$ cat config.mk
export PLATFORM = sky130hd
export DESIGN_NAME = carrier_nco
export DESIGN_NICKNAME = d
export VERILOG_FILES = /design/src/rtl/carrier_nco.sv
export SDC_FILE = /design/constraint.sdc
export NUM_CORES = 1
export LEC_CHECK = 0
export BUFFER_PORTS_ARGS = -buffer_cell sky130_fd_sc_hd__buf_4
export CORE_MARGIN = 4
export CORE_UTILIZATION = 35
export DETAILED_ROUTE_END_ITERATION = 6
export MAX_ROUTING_LAYER = met4
export PLACE_DENSITY = 0.53
export SKIP_LAST_GASP = 1
export SLEW_MARGIN = 20
export SYNTH_ARGS = -nofsm -noshare
export SYNTH_HDL_FRONTEND = slang
export SYNTH_SLANG_ARGS = --single-unit
$ cat constraint.sdc
create_clock -name clk -period 5.55 [get_ports clk]
set_input_delay 1.11 -clock clk [delete_from_list [all_inputs] [get_ports clk]]
set_output_delay 1.11 -clock clk [all_outputs]
set_load 0.005 [all_outputs]
$ cat src/rtl/carrier_nco.sv
// Carrier NCO: phase accumulator with glitch-free tuning-word changes at phase
// wrap, quarter-wave sine table and a 3-stage registered output pipeline.
module carrier_nco #(
  parameter int unsigned PHASE_W = 32,
  parameter int unsigned LUT_AW  = 8
) (
  input  logic                clk,
  input  logic                reset,
  input  logic [PHASE_W-1:0]  freq_word,
  input  logic                freq_load,
  input  logic                enable,
  input  logic                phase_sync,
  output logic signed [15:0]  mod_sin,
  output logic                sin_valid,
  output logic                phase_wrap
);

  localparam int unsigned LUT_N = 1 << LUT_AW;
  // pi/2 in Q62 fixed point
  localparam logic signed [127:0] HALF_PI_Q62 = 128'sh6487ED5110B4611A;

  // Elaboration-time table entry: round(32767*sin(pi/2*(k+0.5)/LUT_N)) via Taylor series in Q62.
  function automatic logic [14:0] tab_entry(input int unsigned k);
    logic signed [127:0] x;
    logic signed [127:0] x2;
    logic signed [127:0] term;
    logic signed [127:0] sum;
    x    = (HALF_PI_Q62 * $signed(128'(2 * k + 1))) >>> (LUT_AW + 1);
    x2   = (x * x) >>> 62;
    term = x;
    sum  = x;
    for (int n = 1; n <= 12; n++) begin
      term = -((term * x2) >>> 62) / $signed(128'((2 * n) * (2 * n + 1)));
      sum  = sum + term;
    end
    return 15'((sum * 128'sd32767 + (128'sd1 <<< 61)) >>> 62);
  endfunction

  logic [14:0] rom [LUT_N];

  for (genvar k = 0; k < LUT_N; k++) begin : g_rom
    localparam logic [14:0] ENTRY = tab_entry(k);
    assign rom[k] = ENTRY;
  end

  logic [PHASE_W-1:0] acc;
  logic [PHASE_W-1:0] active_word;
  logic [PHASE_W-1:0] pending_word;
  logic               pending;
  logic               running;
  logic [PHASE_W:0]   sum_c;
  logic               wrap_c;

  assign sum_c  = {1'b0, acc} + {1'b0, active_word};
  assign wrap_c = enable & sum_c[PHASE_W];

  // Accumulator and word control; new words land only at phase zero (wrap or sync)
  always_ff @(posedge clk) begin
    if (reset) begin
      acc          <= '0;
      active_word  <= '0;
      pending_word <= '0;
      pending      <= 1'b0;
      running      <= 1'b0;
      phase_wrap   <= 1'b0;
    end else if (phase_sync) begin
      acc        <= '0;
      phase_wrap <= 1'b0;
      pending    <= 1'b0;
      if (freq_load) begin
        active_word <= freq_word;
        running     <= 1'b1;
      end else if (pending) begin
        active_word <= pending_word;
        running     <= 1'b1;
      end
    end else begin
      if (enable) acc <= sum_c[PHASE_W-1:0];
      phase_wrap <= wrap_c;
      if (wrap_c && freq_load) begin
        active_word <= freq_word;
        pending     <= 1'b0;
        running     <= 1'b1;
      end else if (wrap_c && pending) begin
        active_word <= pending_word;
        pending     <= 1'b0;
        running     <= 1'b1;
      end else if (freq_load) begin
        pending_word <= freq_word;
        pending      <= 1'b1;
      end
    end
  end

  logic [1:0]        quad1;
  logic [LUT_AW-1:0] idx1;
  logic              run1;
  logic              en1;
  logic              neg2;
  logic [14:0]       t2;
  logic              run2;
  logic              en2;

  // Stage 1: quadrant/address, stage 2: table read, stage 3: sign apply
  always_ff @(posedge clk) begin
    if (reset) begin
      quad1     <= '0;
      idx1      <= '0;
      run1      <= 1'b0;
      en1       <= 1'b0;
      neg2      <= 1'b0;
      t2        <= '0;
      run2      <= 1'b0;
      en2       <= 1'b0;
      mod_sin   <= '0;
      sin_valid <= 1'b0;
    end else begin
      quad1 <= acc[PHASE_W-1 -: 2];
      idx1  <= acc[PHASE_W-3 -: LUT_AW];
      run1  <= running;
      en1   <= enable;

      neg2 <= quad1[1];
      t2   <= quad1[0] ? rom[~idx1] : rom[idx1];
      run2 <= run1;
      en2  <= en1;

      if (!run2)     mod_sin <= '0;
      else if (neg2) mod_sin <= -$signed({1'b0, t2});
      else           mod_sin <= $signed({1'b0, t2});
      sin_valid <= en2;
    end
  end

endmodule

==> results of run 1 <==
## state kept, by name, summed over array words and instances, names as in the netlist
register	flops
active_word	32
neg2	1
t2	15
running	1
en2	1
acc	32
sin_valid	1
pending_word	32
mod_sin	16
run1	1
quad1	2
phase_wrap	1
pending	1
idx1	8
en1	1
run2	1
## final timing paths
check / start / end / cells after the start
hold / removal: en1 / en2 / 1
setup / recovery: idx1[0] / t2[7] / 11
setup reg to reg: idx1[0] / t2[7] / 11
hold reg to reg: en1 / en2 / 1
## synth_stat cells (all sizes together), types with 8 or more instances
cell,instances
and2,11
o21ai,153
a31oi,42
ha,52
buf,81
nor2,220
nand2b,92
dfxtp,146
a21o,22
a221oi,11
o21bai,9
a21oi,182
o22ai,52
inv,23
nand2,169
o221ai,15
nor2b,40
clkbuf,123
o31ai,21
a211oi,48
mux2i,58
a211o,8
xor2,24
or2,9
a311oi,27
o22a,34
xnor2,18
nor3,59
mux4,12
o311ai,18
nand4,9
nand3,32
o211ai,34
## power by group through the flow
| stage | registers (mW) | logic, mW | clock network (mW) |
|---|---|---|---|
| 2_1_floorplan | 1.15 | 0.448 | 0 |
| 3_3_place_gp | 1.18 | 0.655 | 0 |
| 3_5_place_dp | 1.18 | 0.648 | 0 |
| 4_1_cts | 1.16 | 0.650 | 1.27 |
| 5_1_grt | 1.16 | 0.717 | 1.31 |
| 6_report | 1.16 | 0.676 | 1.24 |
## metrics by stage
step,util (%),hold slack [ns]
floorplan,-,0.414
global placement,37.6,0.420
detailed placement,37.6,0.424
CTS,39.2,0.440
global route,39.2,0.454
finish,39.2,0.436
## area by class of cell
| type | instances | area (um^2) | area share [%] |
|---|---|---|---|
| multi-input combinational | 1586 | 10000 | 65.5 |
| sequential | 146 | 2940 | 19.2 |
| timing repair buffer | 127 | 966 | 6.32 |
| tap | 518 | 648 | 4.24 |
| clock buffer | 17 | 425 | 2.78 |
| clock inverter | 15 | 190 | 1.24 |
| inverter | 25 | 93.8 | 0.614 |
| antenna | 3 | 7.51 | 0.0491 |
## worst max-delay path, cell delays in order (launching register included)
cell and delay (ns):
dfxtp_1 0.31, buf_4 0.27, inv_1 0.26, ha_1 0.57
nor2b_1 1.01, nor2_1 0.24, nand2_1 0.17, o21ai_0 0.17
a211oi_1 1.04, o311a_1 0.29, a21oi_1 0.08, nor3_1 0.14
## cell families after synthesis
group	after synthesis	synth area share, %
mux	73	6.36
xor+xnor	42	2.64
compound gates	745	35.4
fa+ha+maj	53	4.82
flops	146	21.0
buf+inv	229	7.03
simple gates	673	22.8
## layout by cell type (no fill, tap or decap), types with 32 or more instances in the layout
master / netlist / routed
nand3_1: 32 / 32
dfxtp_1: 146 / 140
nand2b_1: 92 / 92
a21oi_1: 181 / 181
nor2b_1: 40 / 39
a31oi_1: 41 / 41
nor2_1: 217 / 213
ha_1: 52 / 52
o22a_1: 33 / 33
o21ai_0: 151 / 150
o22ai_1: 52 / 52
o211ai_1: 34 / 34
buf_4: 4 / 126
a211oi_1: 47 / 47
nor3_1: 58 / 58
mux2i_1: 58 / 58
nand2_1: 168 / 168
## per-layer routing
metal	wire, um	GRT usage (%)
met5	0	-
met4	6940	23.4
met3	9940	12.2
met1	29600	43.0
met2	33500	53.2
==> impl_results.md, run 1 <==
- Post-CTS Resized: 0
- Tot GR Track Use: 36.5%
- Post-CTS Setup Repair Bufs: 0
- Routed WL per cell: 32.8 um
- Final setup violation count: 0
- Sequential Power Share: 37.7%
- Final GP Congestion: 1.13
- Worst Tran Pin Value: 1.25 ns
- Synth area leader: dfxtp_1
- Deepest clock path buffer count: 2
- Hold Buf Count CTS: 0
- DRT antenna net count: 0
- Final nets: 1993
- Die Y: 207 um
- Worst rel slew slack: 15.9%
- Setup CP Type: flip-flop to flip-flop
- Fmax: 0.215 GHz
- Final cell count without fillers: 2437
- Synth Cell Area: 0.0139 mm^2
- Max cap viols: 0
- Period Utilization, post-route: 83.9%
- CTS Sinks: 146
- Sequential share of the synthesized area: 21.0%
- Initial Util: 35.7%
- Async set-reset flop share out of synthesis: 0%
- Worst VDD drop: 0.000218 V
- Synth Area per Inst: 7.09 um^2
- Largest net degree at the start of global routing: 124
- CTS tree: built
- Clock share of power: 40.3%
- Comb power frac: 22.0%
- CP Capture Type: flip-flop
- # rows: 72
- Pleak: 5.87 nW
- Switching Share: 34.9%
- Number of buffers created by CTS: 17
- Vias in the first global route: 16000
- Total Routed Length: 80000 um
- Worst Path Arrival: 5.04 ns
- Top cell type's share of synthesized area: 21.0%
- First-pass GRT wire length: 114000 um
- Worst setup margin: 0.894 ns
- H-tree levels: 4
- Avg Vias per Cell: 6.86
- R2R setup slack: 0.89 ns
- Final-layout fill cell count: 4143
- Failing checks: design-rule violations
- Final Hold Fails: 0
- Clock slew at reported path FFs: 0.08 ns
- Design area: 0.0153 mm^2
- YS warnings: 0
- Placed cell count: 2402
- Die ar.: 0.0430 mm^2
- Initial antenna violation count: 3
- Die Width: 207 um
- FF+latch count, synth: 146
- Mapped Cells: 1961
- Critical Path RT: 5.93 ns
- Root Driver: clkbuf_16
- Post-synth EDFFs: 0
- Share of layout cells above drive strength 1: 11.1%
- Total power: 3.07 mW
- Layout area overhead: 9.95%
- Power Density: 201 mW/mm^2
- Unrepaired setup endpoints after global routing: no
- Dpl hpwl: 57200 um
- Max Slew Vio Count: 0
- Worst-Skew Late Latency: 0.48 ns
- Synth top area cells: dfxtp_1 (21%), a21oi_1 (6.5%), nor2_1 (5.9%), o21ai_0 (5.4%), ha_1 (4.7%)
- I/O pins: 55
- Dpl cell area: 0.0147 mm^2
- Place WS: 1.38 ns
- DR vias: 16700
- Post-Syn Nets: 2051
- Post-synthesis cell type count: 82
- Core box area: 0.0390 mm^2
- DRC errors left: 1
- Type of the most critical hold path: flip-flop to flip-flop
- Drt pass-1 iters: 7
- Setup TNS: 0 ns
- Min cycle time layout: 4.66 ns
- Synth Flop Type: dfxtp_1
- Clock skew: 0.0329 ns
- Cell Int Power: 2.00 mW
- Grt total ovfl: 0
- I/O Buffers: 54
- Startpoint Class: flip-flop
- NetSw: 1.07 mW
- Initial DRC Count: 2416
- Status: finished with violations
- Critical path fanouts, max: 21
(Power assumes the default switching activity.)
==> run 2, diff against run 1 <==
==> constraint.sdc (replaced) <==
create_clock -name clk -period 4.4 [get_ports clk]
set_input_delay 0.88 -clock clk [delete_from_list [all_inputs] [get_ports clk]]
set_output_delay 0.88 -clock clk [all_outputs]
set_load 0.005 [all_outputs]
==> run 2 against run 1 <==
Compared with the run above:
- global-route usage decreased by 0.57 points
- the run now ends clean
- fmax increased by 23%
- die area unchanged
- worst setup slack got worse by 0.29 ns
- sequential cell count unchanged
- clock skew decreased by 0.011 ns
- core utilization increased by 1.3 points
- combinational power increased by 29%
==> impl_results.md, run 2 (same netlist as run 1, synthesis figures left out) <==
- Status: completed
- Min cycle time layout: 3.79 ns (-0.862 ns)
- Worst path max stage delay: 0.83 ns (-0.21 ns)
- Max Slew Vio Count: 0 (unchanged)
- Critical Path RT: 4.78 ns (-1.15 ns)
- Post-CTS Resized: 0 (unchanged)
- Worst Path Buf+Inv: 2 (unchanged)
- DRT antenna net count: 0 (unchanged)
- Design area: 0.0158 mm^2 (+3.3%)
- Worst Hold Path Cells: 1 (unchanged)
- Worst VDD drop: 0.000272 V (+25%)
- DRC errors left: 0 (-1)
- Initial DRC Count: 2442 (+1.1%)
- Worst Path Arrival: 4.17 ns (-0.87 ns)
- Initial Util: 35.7% (unchanged)
- First-pass GRT wire length: 113000 um (-0.77%)
- Crit path launch: idx1[0]
- I/O pins: 55 (unchanged)
- Largest net degree at the start of global routing: 146 (+18%)
- Unrepaired setup endpoints after global routing: no
- CTS Sinks: 146 (unchanged)
- Delay-heaviest family, CP: compound AO/OA/AOI/OAI gates
- Share of layout cells above drive strength 1: 13.7% (+2.7 points)
- Initial antenna violation count: 4 (+1)
- CTS tree: built
- Fmax: 0.264 GHz (+23%)
- Total Routed Length: 78700 um (-1.5%)
- Tot GR Track Use: 35.9% (-0.57 points)
- Clock skew: 0.0224 ns (-0.0106 ns)
- Final setup violation count: 0 (unchanged)
- Vias in the first global route: 16000 (+0.11%)
- HP Start: run1
- # rows: 72 (unchanged)
- Max cap viols: 0 (unchanged)
- R2r startpoint: idx1[0]
- WP depth: 12 (+1)
- Dpl hpwl: 57300 um (+0.15%)
- Routed WL per cell: 31.5 um (-4.1%)
- Die Y: 207 um (unchanged)
- Critical path fanouts, max: 10 (-52%)
- Power Density: 244 mW/mm^2 (+21%)
- Post-CTS Setup Repair Bufs: 0 (unchanged)
- Dpl cell area: 0.0152 mm^2 (+3.5%)
- I/O Buffers: 54 (unchanged)
- DR vias: 16700 (+0.066%)
- Layout area overhead: 13.5%
- Type of the most critical hold path: flip-flop to flip-flop
- Die ar.: 0.0430 mm^2 (unchanged)
- Most frequent cells in the layout: nor2_1 (215), buf_4 (187), a21oi_1 (181)
- Worst Tran Pin Value: 1.18 ns (-0.0734 ns)
- Root Driver: clkbuf_16
- Final nets: 2057 (+3.2%)
- Grt total ovfl: 0 (unchanged)
- Number of buffers created by CTS: 17 (unchanged)
- Core box area: 0.0390 mm^2 (unchanged)
- Worst-Skew Late Latency: 0.45 ns (-0.03 ns)
- Period Utilization, post-route: 86.2% (+2.3 points)
- Worst rel slew slack: 20.6% (+4.7 points)
- Setup CP Type: flip-flop to flip-flop
- CP Capture Type: flip-flop
- Commonest non-fill, non-tap cell in the layout: nor2_1
- Slowest stage cell, crit path: o21ai_0
- Setup TNS: 0 ns (unchanged)
- Clock slew at reported path FFs: 0.08 ns (about the same)
- Final Hold Fails: 0 (unchanged)
- Cell Chain, Critical Path: inv_1, ha_1, buf_4, nand2b_1, nand2_1, o21ai_0, o32a_1, a21oi_1, mux4_2, nor2_1, a21oi_1, nor2_1
- Drt pass-1 iters: 6 (-1)
- R2R cell count: 12 (+1)
- Pleak: 6.19 nW (+5.4%)
- Final GP Congestion: 1.14 (+1.2%)
- Biggest regs: acc x32, active_word x32, pending_word x32
- Die Width: 207 um (unchanged)
- Startpoint Class: flip-flop
- Avg Vias per Cell: 6.68 (-2.5%)
- Deepest clock path buffer count: 2 (unchanged)
- H-tree levels: 4 (unchanged)
- Hold Buf Count CTS: 0 (unchanged)
-- run 2: cell count changes in the layout (fill, tap and decap cells not counted), moves of 2 or more --
| cell | delta |
|---|---|
| buf_12 | +3 |
| buf_4 | +61 |
| bufinv_16 | +2 |
| clkbuf_1 | +2 |
| clkinv_2 | +3 |
| clkinv_4 | +2 |
| clkinv_8 | -4 |
| inv_8 | -4 |
| nor2_1 | +2 |
| nor2_2 | -2 |
-- run 2: final timing paths --
check,endpoint,slack (ns)
min,run2,0.44
min reg2reg,run2,0.44
max,t2[1],0.61
max reg2reg,t2[1],0.61
-- run 2: layout make-up --
type | count | area (um^2)
antenna | 3 | 7.51
clock buffer | 20 | 447
clock inverter | 12 | 156
fill | 4158 | 23200
inverter | 25 | 93.8
multi-input combinational | 1586 | 10000
sequential | 146 | 2940
tap | 518 | 648
timing repair buffer | 191 | 1480
-- run 2: report_power, final --
part	total [mW]	switching, mW	internal [mW]
sequential	1.46	0.0633	1.39
combinational	0.873	0.545	0.328
clock	1.52	0.611	0.910
total	3.85	1.22	2.63
-- run 2: stage by stage --
| step | setup WS (ns) | cells | hold slack [ns] | total power, mW | utilization [%] |
|---|---|---|---|---|---|
| final | 0.606 | 2501 | 0.443 | 3.85 | 40.5 |
| after global placement | 0.774 | 2466 | 0.420 | 2.33 | 38.9 |
| after floorplan | 1.09 | 1961 | 0.414 | 2.02 | - |
| after global routing | 0.614 | 2501 | 0.460 | 4.00 | 40.5 |
| after CTS | 0.905 | 2498 | 0.453 | 3.87 | 40.5 |
| after detailed placement | 0.899 | 2466 | 0.438 | 2.33 | 38.9 |
-- run 2: per-layer routing --
layer,track usage [%],wire (um)
met1,43.2,29800
met2,51.9,33000
met3,10.6,9230
met4,23.9,6760
met5,-,0
